===== config.mk =====
export PLATFORM = sky130hd
export DESIGN_NAME = vga_fb_reader
export DESIGN_NICKNAME = d
export VERILOG_FILES = /design/src/rtl/vga_timing_pkg.sv /design/src/rtl/vga_timing_gen.sv /design/src/rtl/vga_fb_reader.sv
export SDC_FILE = /design/constraint.sdc
export NUM_CORES = 1
export LEC_CHECK = 0
export ABC_AREA = 1
export BUFFER_PORTS_ARGS = -buffer_cell sky130_fd_sc_hd__clkbuf_2
export CAP_MARGIN = 20
export CORE_ASPECT_RATIO = 0.5
export CORE_UTILIZATION = 40
export DETAILED_ROUTE_END_ITERATION = 8
export GPL_ROUTABILITY_DRIVEN = 0
export SYNTH_ARGS = -nofsm -noshare
export SYNTH_HDL_FRONTEND = slang
export SYNTH_SLANG_ARGS = --single-unit
export TNS_END_PERCENT = 20

===== constraint.sdc =====
create_clock -name vgaclk -period 5.74 [get_ports vgaclk]
set_input_delay 1.148 -clock vgaclk [delete_from_list [all_inputs] [get_ports vgaclk]]
set_output_delay 1.148 -clock vgaclk [all_outputs]
set_load 0.01 [all_outputs]

===== src/rtl/vga_timing_pkg.sv =====
// vga_timing_pkg: shared types, 800x600@60 timing constants and frame-buffer
// geometry for the VGA reader and the capture side.
//   hcnt_t / vcnt_t : horizontal / vertical counter types
//   fbaddr_t        : frame-buffer address (800 x 240 x 1 bit)
//   side_t          : per-pixel sideband carried alongside the RAM read
`timescale 1ns/1ps
package vga_timing_pkg;

    typedef logic [10:0] hcnt_t;
    typedef logic [9:0]  vcnt_t;
    typedef logic [17:0] fbaddr_t;

    localparam int unsigned H_VIS    = 800;
    localparam int unsigned H_FP     = 40;
    localparam int unsigned H_SYNC   = 128;
    localparam int unsigned H_BP     = 88;
    localparam int unsigned H_TOTAL  = H_VIS + H_FP + H_SYNC + H_BP;

    localparam int unsigned V_VIS    = 600;
    localparam int unsigned V_FP     = 1;
    localparam int unsigned V_SYNC   = 4;
    localparam int unsigned V_BP     = 23;
    localparam int unsigned V_TOTAL  = V_VIS + V_FP + V_SYNC + V_BP;

    localparam int unsigned SRC_ROWS = 240;
    localparam int unsigned V_OFFSET = 60;
    localparam int unsigned RAM_LAT  = 2;
    localparam bit          SYNC_POS = 1'b1;
    localparam logic [2:0]  FG_RGB   = 3'b010;

    localparam int unsigned FB_WORDS = H_VIS * SRC_ROWS;

    typedef enum logic [1:0] {H_ACTIVE, H_FRONT, H_SYNCP, H_BACK} hphase_e;
    typedef enum logic [1:0] {V_ACTIVE, V_FRONT, V_SYNCP, V_BACK} vphase_e;

    // Sideband that must stay aligned with the pixel coming back from RAM
    typedef struct packed {
        logic hsync;
        logic vsync;
        logic in_window;
        logic frame_start;
    } side_t;

    function automatic hcnt_t to_hcnt(input int unsigned x);
        return hcnt_t'(x);
    endfunction

    function automatic vcnt_t to_vcnt(input int unsigned x);
        return vcnt_t'(x);
    endfunction

    function automatic fbaddr_t to_fbaddr(input int unsigned x);
        return fbaddr_t'(x);
    endfunction

endpackage


===== src/rtl/vga_timing_gen.sv =====
// vga_timing_gen: pixel/line counters, horizontal and vertical phase FSMs,
// raw (undelayed) syncs and image-window decode.
//   clk, rst        : pixel clock, async active-high reset
//   hcount, vcount  : current scan position
//   line_end        : last cycle of the current line
//   v_in_window     : current line lies inside the line-doubled image
//   in_window       : current pixel lies inside the image
//   hsync_raw, vsync_raw : active-high syncs decoded from the phase FSMs
//   frame_start_raw : high at (0,0) only
`timescale 1ns/1ps
module vga_timing_gen
    import vga_timing_pkg::*;
#(
    parameter int unsigned H_VIS    = vga_timing_pkg::H_VIS,
    parameter int unsigned H_FP     = vga_timing_pkg::H_FP,
    parameter int unsigned H_SYNC   = vga_timing_pkg::H_SYNC,
    parameter int unsigned H_BP     = vga_timing_pkg::H_BP,
    parameter int unsigned V_VIS    = vga_timing_pkg::V_VIS,
    parameter int unsigned V_FP     = vga_timing_pkg::V_FP,
    parameter int unsigned V_SYNC   = vga_timing_pkg::V_SYNC,
    parameter int unsigned V_BP     = vga_timing_pkg::V_BP,
    parameter int unsigned SRC_ROWS = vga_timing_pkg::SRC_ROWS,
    parameter int unsigned V_OFFSET = vga_timing_pkg::V_OFFSET
) (
    input  logic        clk,
    input  logic        rst,
    output logic [10:0] hcount,
    output logic [9:0]  vcount,
    output logic        line_end,
    output logic        v_in_window,
    output logic        in_window,
    output logic        hsync_raw,
    output logic        vsync_raw,
    output logic        frame_start_raw
);

    localparam hcnt_t H_ACT_LAST  = to_hcnt(H_VIS - 1);
    localparam hcnt_t H_FP_LAST   = to_hcnt(H_VIS + H_FP - 1);
    localparam hcnt_t H_SYNC_LAST = to_hcnt(H_VIS + H_FP + H_SYNC - 1);
    localparam hcnt_t H_LAST      = to_hcnt(H_VIS + H_FP + H_SYNC + H_BP - 1);

    localparam vcnt_t V_ACT_LAST  = to_vcnt(V_VIS - 1);
    localparam vcnt_t V_FP_LAST   = to_vcnt(V_VIS + V_FP - 1);
    localparam vcnt_t V_SYNC_LAST = to_vcnt(V_VIS + V_FP + V_SYNC - 1);
    localparam vcnt_t V_LAST      = to_vcnt(V_VIS + V_FP + V_SYNC + V_BP - 1);

    localparam vcnt_t WIN_FIRST   = to_vcnt(V_OFFSET);
    localparam vcnt_t WIN_END     = to_vcnt(V_OFFSET + 2 * SRC_ROWS);

    hphase_e h_state, h_next;
    vphase_e v_state, v_next;

    assign line_end = (hcount == H_LAST);

    // Scan counters
    always_ff @(posedge clk or posedge rst) begin
        if (rst) begin
            hcount <= '0;
            vcount <= '0;
        end else begin
            hcount <= line_end ? '0 : hcount + 11'd1;
            if (line_end) begin
                vcount <= (vcount == V_LAST) ? '0 : vcount + 10'd1;
            end
        end
    end

    // Phase state registers
    always_ff @(posedge clk or posedge rst) begin
        if (rst) begin
            h_state <= H_ACTIVE;
            v_state <= V_ACTIVE;
        end else begin
            h_state <= h_next;
            v_state <= v_next;
        end
    end

    // Horizontal phase advances on the last count of each phase
    always_comb begin
        h_next = h_state;
        case (h_state)
            H_ACTIVE: if (hcount == H_ACT_LAST)  h_next = H_FRONT;
            H_FRONT:  if (hcount == H_FP_LAST)   h_next = H_SYNCP;
            H_SYNCP:  if (hcount == H_SYNC_LAST) h_next = H_BACK;
            H_BACK:   if (hcount == H_LAST)      h_next = H_ACTIVE;
            default:  h_next = H_ACTIVE;
        endcase
    end

    // Vertical phase only moves at line wrap, so it changes with hcount=0
    always_comb begin
        v_next = v_state;
        if (line_end) begin
            case (v_state)
                V_ACTIVE: if (vcount == V_ACT_LAST)  v_next = V_FRONT;
                V_FRONT:  if (vcount == V_FP_LAST)   v_next = V_SYNCP;
                V_SYNCP:  if (vcount == V_SYNC_LAST) v_next = V_BACK;
                V_BACK:   if (vcount == V_LAST)      v_next = V_ACTIVE;
                default:  v_next = V_ACTIVE;
            endcase
        end
    end

    assign hsync_raw       = (h_state == H_SYNCP);
    assign vsync_raw       = (v_state == V_SYNCP);
    assign v_in_window     = (vcount >= WIN_FIRST) && (vcount < WIN_END);
    assign in_window       = v_in_window && (h_state == H_ACTIVE);
    assign frame_start_raw = (hcount == '0) && (vcount == '0);

endmodule


===== src/rtl/vga_fb_reader.sv =====
// vga_fb_reader: reads the 800x240 1-bpp frame buffer and drives an
// 800x600@60 VGA port, line-doubling each source row into a centred window.
//   vgaclk, reset : pixel clock, async active-high reset
//   raddr         : registered read address (0 outside the image)
//   rdata         : pixel bit, valid RAM_LAT cycles after the scan position
//                   that produced it (the raddr register is the first of them)
//   vga_hs/vga_vs : syncs, polarity set by SYNC_POS
//   vga_r/g/b     : FG_RGB for lit pixels, black otherwise
//   frame_start   : one-cycle pulse with the pixel (0,0) on the pins
// Every pin lags the scan counters by RAM_LAT+1 cycles.
`timescale 1ns/1ps
module vga_fb_reader
    import vga_timing_pkg::*;
#(
    parameter int unsigned H_VIS    = vga_timing_pkg::H_VIS,
    parameter int unsigned H_FP     = vga_timing_pkg::H_FP,
    parameter int unsigned H_SYNC   = vga_timing_pkg::H_SYNC,
    parameter int unsigned H_BP     = vga_timing_pkg::H_BP,
    parameter int unsigned V_VIS    = vga_timing_pkg::V_VIS,
    parameter int unsigned V_FP     = vga_timing_pkg::V_FP,
    parameter int unsigned V_SYNC   = vga_timing_pkg::V_SYNC,
    parameter int unsigned V_BP     = vga_timing_pkg::V_BP,
    parameter int unsigned SRC_ROWS = vga_timing_pkg::SRC_ROWS,
    parameter int unsigned V_OFFSET = vga_timing_pkg::V_OFFSET,
    parameter int unsigned RAM_LAT  = vga_timing_pkg::RAM_LAT,
    parameter bit          SYNC_POS = vga_timing_pkg::SYNC_POS,
    parameter logic [2:0]  FG_RGB   = vga_timing_pkg::FG_RGB
) (
    input  logic        vgaclk,
    input  logic        reset,
    output logic [17:0] raddr,
    input  logic        rdata,
    output logic        vga_hs,
    output logic        vga_vs,
    output logic        vga_r,
    output logic        vga_g,
    output logic        vga_b,
    output logic        frame_start
);

    localparam logic    SYNC_IDLE = !SYNC_POS;
    localparam vcnt_t   V_LAST    = to_vcnt(V_VIS + V_FP + V_SYNC + V_BP - 1);
    localparam vcnt_t   V_OFF     = to_vcnt(V_OFFSET);
    localparam fbaddr_t LINE_STEP = to_fbaddr(H_VIS);

    hcnt_t   hcount;
    vcnt_t   vcount;
    logic    line_end;
    logic    v_in_window;
    logic    in_window;
    logic    hsync_raw;
    logic    vsync_raw;
    logic    frame_start_raw;
    logic    row_odd;
    fbaddr_t line_base;
    side_t   side_raw;
    side_t   side_last;
    side_t   side_pipe [RAM_LAT];

    vga_timing_gen #(
        .H_VIS    (H_VIS),
        .H_FP     (H_FP),
        .H_SYNC   (H_SYNC),
        .H_BP     (H_BP),
        .V_VIS    (V_VIS),
        .V_FP     (V_FP),
        .V_SYNC   (V_SYNC),
        .V_BP     (V_BP),
        .SRC_ROWS (SRC_ROWS),
        .V_OFFSET (V_OFFSET)
    ) u_timing (
        .clk             (vgaclk),
        .rst             (reset),
        .hcount          (hcount),
        .vcount          (vcount),
        .line_end        (line_end),
        .v_in_window     (v_in_window),
        .in_window       (in_window),
        .hsync_raw       (hsync_raw),
        .vsync_raw       (vsync_raw),
        .frame_start_raw (frame_start_raw)
    );

    // Second display line of each doubled pair: parity of (vcount - V_OFFSET)
    assign row_odd = vcount[0] ^ V_OFF[0];

    // Row base address, stepped once per source row instead of multiplying
    always_ff @(posedge vgaclk or posedge reset) begin
        if (reset) begin
            line_base <= '0;
        end else if (line_end) begin
            if (vcount == V_LAST) begin
                line_base <= '0;
            end else if (v_in_window && row_odd) begin
                line_base <= line_base + LINE_STEP;
            end
        end
    end

    // Stage 0: read address
    always_ff @(posedge vgaclk or posedge reset) begin
        if (reset) begin
            raddr <= '0;
        end else begin
            raddr <= in_window ? line_base + fbaddr_t'(hcount) : '0;
        end
    end

    assign side_raw  = {hsync_raw, vsync_raw, in_window, frame_start_raw};
    assign side_last = side_pipe[RAM_LAT-1];

    // Sideband delay matching the RAM read path
    always_ff @(posedge vgaclk or posedge reset) begin
        if (reset) begin
            for (int i = 0; i < int'(RAM_LAT); i++) begin
                side_pipe[i] <= '0;
            end
        end else begin
            side_pipe[0] <= side_raw;
            for (int i = 1; i < int'(RAM_LAT); i++) begin
                side_pipe[i] <= side_pipe[i-1];
            end
        end
    end

    // Output register: polarity, colour and frame marker
    always_ff @(posedge vgaclk or posedge reset) begin
        if (reset) begin
            vga_hs                <= SYNC_IDLE;
            vga_vs                <= SYNC_IDLE;
            {vga_r, vga_g, vga_b} <= 3'b000;
            frame_start           <= 1'b0;
        end else begin
            vga_hs                <= side_last.hsync ^ SYNC_IDLE;
            vga_vs                <= side_last.vsync ^ SYNC_IDLE;
            {vga_r, vga_g, vga_b} <= (side_last.in_window & rdata) ? FG_RGB : 3'b000;
            frame_start           <= side_last.frame_start;
        end
    end

endmodule

* Yosys cells after proc, flatten, opt, wreduce, memory -nomap -nowiden
Cells that the tools add are included.
W data, S select, Z words.
** Storage, ports and cells
- Register bits :: 74
- Word-level logic and storage cells :: 76
** Operators by class
- $add $sub $neg :: 4
- Magnitude comparators :: 2
- Equality and inequality tests :: 22
- Multiplexer cells :: 16
- Bitwise logic cells :: 1
- Reductions and logical operators :: 12
** Operator list (count)
- $mux W18 :: 3
- $eq A10 B10 Y1 const B :: 4
- $eq A11 B10 Y1 const B :: 3
- $add A18 B10 Y18 const B :: 1
- $add A18 B11 Y18 :: 1
- $mux W2 :: 9
- $pmux W2 S4 :: 2
- $ne A2 B1 Y1 const B :: 6
- $add A11 B1 Y11 const B :: 1
- $eq A11 B11 Y1 const B :: 1
- $logic_not A11 Y1 :: 1
- $mux W11 :: 1
- $add A10 B1 Y10 const B :: 1
- $ge A10 B6 Y1 const B :: 1
- $logic_not A10 Y1 :: 1
- $lt A10 B10 Y1 const B :: 1
- $mux W10 :: 1
- $eq A2 B2 Y1 const B :: 4
- $reduce_and A5 Y1 :: 1
- $eq A2 B1 Y1 const B :: 2
- $logic_and A1 B1 Y1 :: 4
- $logic_not A2 Y1 :: 2
- $ne A2 B2 Y1 const B :: 2
- $reduce_and A4 Y1 :: 1
- other kinds (3) :: 3

* Longest topological paths before layout
- Word-level depth :: 5
- Mapped depth :: 12
- Depth with buffers taken out :: 12

* Cells and area by module
From an unflattened synthesis, not the netlist that was laid out.
** Unflattened totals
- Cells, all modules :: 486
- Area, all modules :: 3828.7 um2
** By module, submodules not included
- vga_fb_reader :: instances 1, cells each 259, area an instance 2089.5 um2, sequential area each 1076.0 um2
- vga_timing_gen :: instances 1, cells each 227, area an instance 1739.2 um2, sequential area each 625.6 um2

* Least setup slack after synthesis
No wires, ideal clock.
- Path kind :: register to register
- Start point :: register u_timing.vcount[0]
- End point :: register line_base[9]
- Library setup time :: 0.118 ns
- Arrival :: 1.435 ns
- Data required time :: 5.622 ns
- Path slack :: 4.187 ns
- Cell stages (with the launch flop) :: 12
- Path buffers :: 1
- Path through :: dfrtp_1 ha_1 inv_1 nor2_1 nand4_2 nand2_1 nand2_2 clkinv_2 nand2_4 buf_6 nand2_1 o21ai_2
** Between the ends
- Cells in the longest elaborated chain, start to end :: 5
** RTL lines
- start: declaration :: RTL line vga_timing_gen.sv:28 : output logic [9:0] vcount,
- start signal: assignment :: RTL line vga_timing_gen.sv:63 : vcount <= (vcount == V_LAST) ? '0 : vcount + 10'd1;
- $ge A10 B6 Y1 or $lt A10 B10 Y1 (tied branches) :: RTL line vga_timing_gen.sv:107 : assign v_in_window = (vcount >= WIN_FIRST) && (vcount < WIN_END);
- $logic_and A1 B1 Y1 :: RTL line vga_timing_gen.sv:107
- $logic_and A1 B1 Y1 :: RTL line vga_fb_reader.sv:94 : end else if (v_in_window && row_odd) begin
- $reduce_bool A2 Y1 (no line)
- $reduce_and A2 Y1 (no line)
- end signal: assignment :: RTL line vga_fb_reader.sv:95 : line_base <= line_base + LINE_STEP;
- end: declaration :: RTL line vga_fb_reader.sv:55 : fbaddr_t line_base;
Several ways; a longest one is shown, not always the timed one.
A chain may end at the register's enable or synchronous reset.

* Worst setup path in the final report
- Start point :: register u_timing.vcount[0]
- End point :: register u_timing.vcount[5]
** Between the ends
- Cells in the longest elaborated chain, start to end :: 2
** RTL lines (RTL line)
- $add A10 B1 Y10 or $eq A10 B10 Y1 (tied branches) :: vga_timing_gen.sv:63
- $mux W10 * :: vga_timing_gen.sv:63
Every way passes the cells marked *; elsewhere a longest branch is shown, timed or not.

==> impl_metrics.env <==
export IMPL_power_mw=1.045
export IMPL_rsz0062_at_grt="false"
export IMPL_status="completed"
export IMPL_num_antenna_cells=0
export IMPL_rows=24
export IMPL_vias=3021
export IMPL_drt_initial_drc_count=180
export IMPL_hold_viol=0
export IMPL_crit_end="u_timing.vcount[5]"
export IMPL_yosysUniqueCellTypes=32
export IMPL_syn_area_um2=3746
export IMPL_wl_um=7693
export IMPL_max_slew_margin_pct=43.07
export IMPL_fin_ws_ns=3.703
export IMPL_regToRegStartpoint="u_timing.vcount[0]"
export IMPL_overflow=0
export IMPL_critPathKind="flip-flop to flip-flop"
export IMPL_ys_warn_count=0
export IMPL_antenna_found_initial=0
export IMPL_drtAntennaViolNets=0
export IMPL_cts_repair_resized=0
export IMPL_dpl_hpwl_um=5630
export IMPL_design_area_um2=4268
export IMPL_fin_nets=537
export IMPL_worstRegToRegCells=8
export IMPL_io_buffers=24
export IMPL_wl_per_cell_um=12.10
export IMPL_track_usage_pct=17.77
export IMPL_tns_ns=0
export IMPL_firstDrtPassIters=6
export IMPL_r2r_end="u_timing.vcount[5]"
export IMPL_hold_buffers=0
export IMPL_cp_max_fo=14
export IMPL_drive_above_1_share_pct=11.37
export IMPL_drcViolationCount=0
export IMPL_ys_flop_type="dfrtp_1"
export IMPL_syn_area_per_cell_um2=7.708
export IMPL_worstHoldPathType="flip-flop to flip-flop"
export IMPL_maxSlewViolCount=0
export IMPL_worst_slew_pin_transition_ns=0.8539
export IMPL_synth_top_cells_by_area="dfrtp_1 45%, nand2_1 13%, inv_1 6.8%"
export IMPL_crit_arrival_ns=2.25
export IMPL_io_pins=27
export IMPL_seq_area_frac_synth_pct=45.42
export IMPL_worstPathRequired_ns=5.96
export IMPL_fmaxAchievable_mhz=490.9
export IMPL_cts_htree_levels=3
export IMPL_synth_seq_cells=68
export IMPL_postCtsSetupBuffers=0
export IMPL_fin_worst_skew_ns=0.005568
export IMPL_final_period_utilization_pct=35.49
export IMPL_clkLatencyLatePin_ns=0.33
export IMPL_final_cell_mix="129 x nand2_1, 68 x dfrtp_1, 67 x inv_1"
export IMPL_worstSetupEndpointType="flip-flop"
export IMPL_clk_pin_slew_ns=0.05
export IMPL_p_leak_nw=2.314
export IMPL_core_um2=8889
export IMPL_placed_area_um2=3964
export IMPL_place_ws_ns=3.699
export IMPL_yosys_area_top_type="dfrtp_1"
export IMPL_die_h_um=70.43
export IMPL_fillerInstances=864
export IMPL_cts_root_buf="clkbuf_16"
export IMPL_start_util_pct=42.15
export IMPL_via_per_inst=4.750
export IMPL_netlist_instances=486
export IMPL_area_growth_pct=13.93
export IMPL_fin_crit_ns=2.037
export IMPL_clk_path_buf_depth=2
export IMPL_grt_max_degree=69
export IMPL_vdd_ir_drop_max_mv=0.1214
export IMPL_final_setup_viol_count=0
export IMPL_ys_async_sr_fraction_pct=100.0
export IMPL_die_area_um2=9780
export IMPL_mostFrequentLayoutCell="nand2_1"
export IMPL_die_w_um=138.9
export IMPL_grt_pass1_vias=2933
export IMPL_power_density_nw_per_um2=244.8
export IMPL_cts_sinks=68
export IMPL_synth_top_cell_area_share_pct=45.42
export IMPL_synth_edf_count=0
export IMPL_grt_pass1_wl_um=13590
export IMPL_cp_start_kind="flip-flop"
export IMPL_drv_cap=0
export IMPL_cts_tree="built"
export IMPL_reg2reg_slack_ns=3.70
export IMPL_numCtsBuffers=9
export IMPL_crit_start="u_timing.vcount[0]"
-- per-layer routing --
layer  GRT usage [%]  vias to the layer above  share of wire, %
met1           24.72                     1366                52
met3           5.898                        4               4.5
li1                -                     1589                 -
met4           6.420                        0              0.73
met2           25.59                       62                43
met5               0                        -                 0
-- critical path, stage by stage (launching register included) --
cell     delay (ns)
dfrtp_1        0.43
ha_1           0.30
inv_1          0.06
nor2_1         0.12
nand4_2        0.34
inv_1          0.32
nand2_1        0.17
o21ai_0        0.13
a21oi_1        0.06
-- logic make-up after synthesis --
group,after synthesis,synth area share (%)
AO/OA/AOI/OAI,42,5.845
XOR/XNOR,11,2.572
adder cells (fa/ha/maj),20,6.680
buffers and inverters,82,8.951
flip-flops,68,45.42
other,1,0.1001
AND/OR/NAND/NOR,262,30.43
-- cell type report --
class	instances	area [µm²]	share of cell area [%]
clock inverters	4	47.55	1.114
inverters	73	275.3	6.450
well taps	117	146.4	3.430
flip-flops and latches	68	1702	39.87
multi-input cells	337	1713	40.13
repair buffers	25	127.6	2.990
clock buffers	12	256.5	6.010
-- metrics by stage --
stage | util [%] | hold WS, ns | std cells
final | 48.02 | 0.3448 | 636
after global routing | 48.02 | 0.3534 | 636
after CTS | 48.02 | 0.3462 | 636
after detailed placement | 44.59 | 0.3347 | 620
after global placement | 44.59 | 0.3312 | 620
after floorplan | - | 0.3312 | 487
-- sequential cells by signal, summed over array words and instances (netlist names), 2 cells and up --
signal	flops
line_base	13
raddr	18
side_last	4
side_pipe	4
u_timing.h_state	2
u_timing.hcount	11
u_timing.v_state	2
u_timing.vcount	10
-- where the power goes --
part / switching, mW / leakage, nW / total (mW) / internal [mW]
logic: 0.00976 / 1.23 / 0.0107 / 0.000988
registers: 0 / 0.936 / 0.480 / 0.480
clock network: 0.196 / 0.149 / 0.554 / 0.358
total: 0.206 / 2.31 / 1.04 / 0.839
-- worst min-delay path by stage --
stage | slack, ns | start | cells after the start | end
after floorplan | 0.33 | side_last[0] | 0 | frame_start
after global placement | 0.33 | side_pipe[7] | 0 | side_last[3]
after detailed placement | 0.33 | side_pipe[7] | 0 | side_last[3]
after CTS | 0.35 | side_pipe[7] | 0 | side_last[3]
after global routing | 0.35 | side_pipe[5] | 0 | side_last[1]
final | 0.34 | side_pipe[5] | 0 | side_last[1]
-- synthesized netlist by cell type (2+ instances only) --
cell,count
buf_2,3
buf_4,4
nand2_2,3
dfrtp_1,68
nor2_2,2
ha_1,20
nor2_1,54
a21oi_1,14
nand2_1,129
o21ai_1,8
inv_2,4
inv_1,68
or2_2,2
nor2_4,2
xnor2_1,4
nand3_1,48
nand4_1,11
o21ai_0,17
xor2_1,7
nor3_1,6
Power figures use the tool's default switching activity.
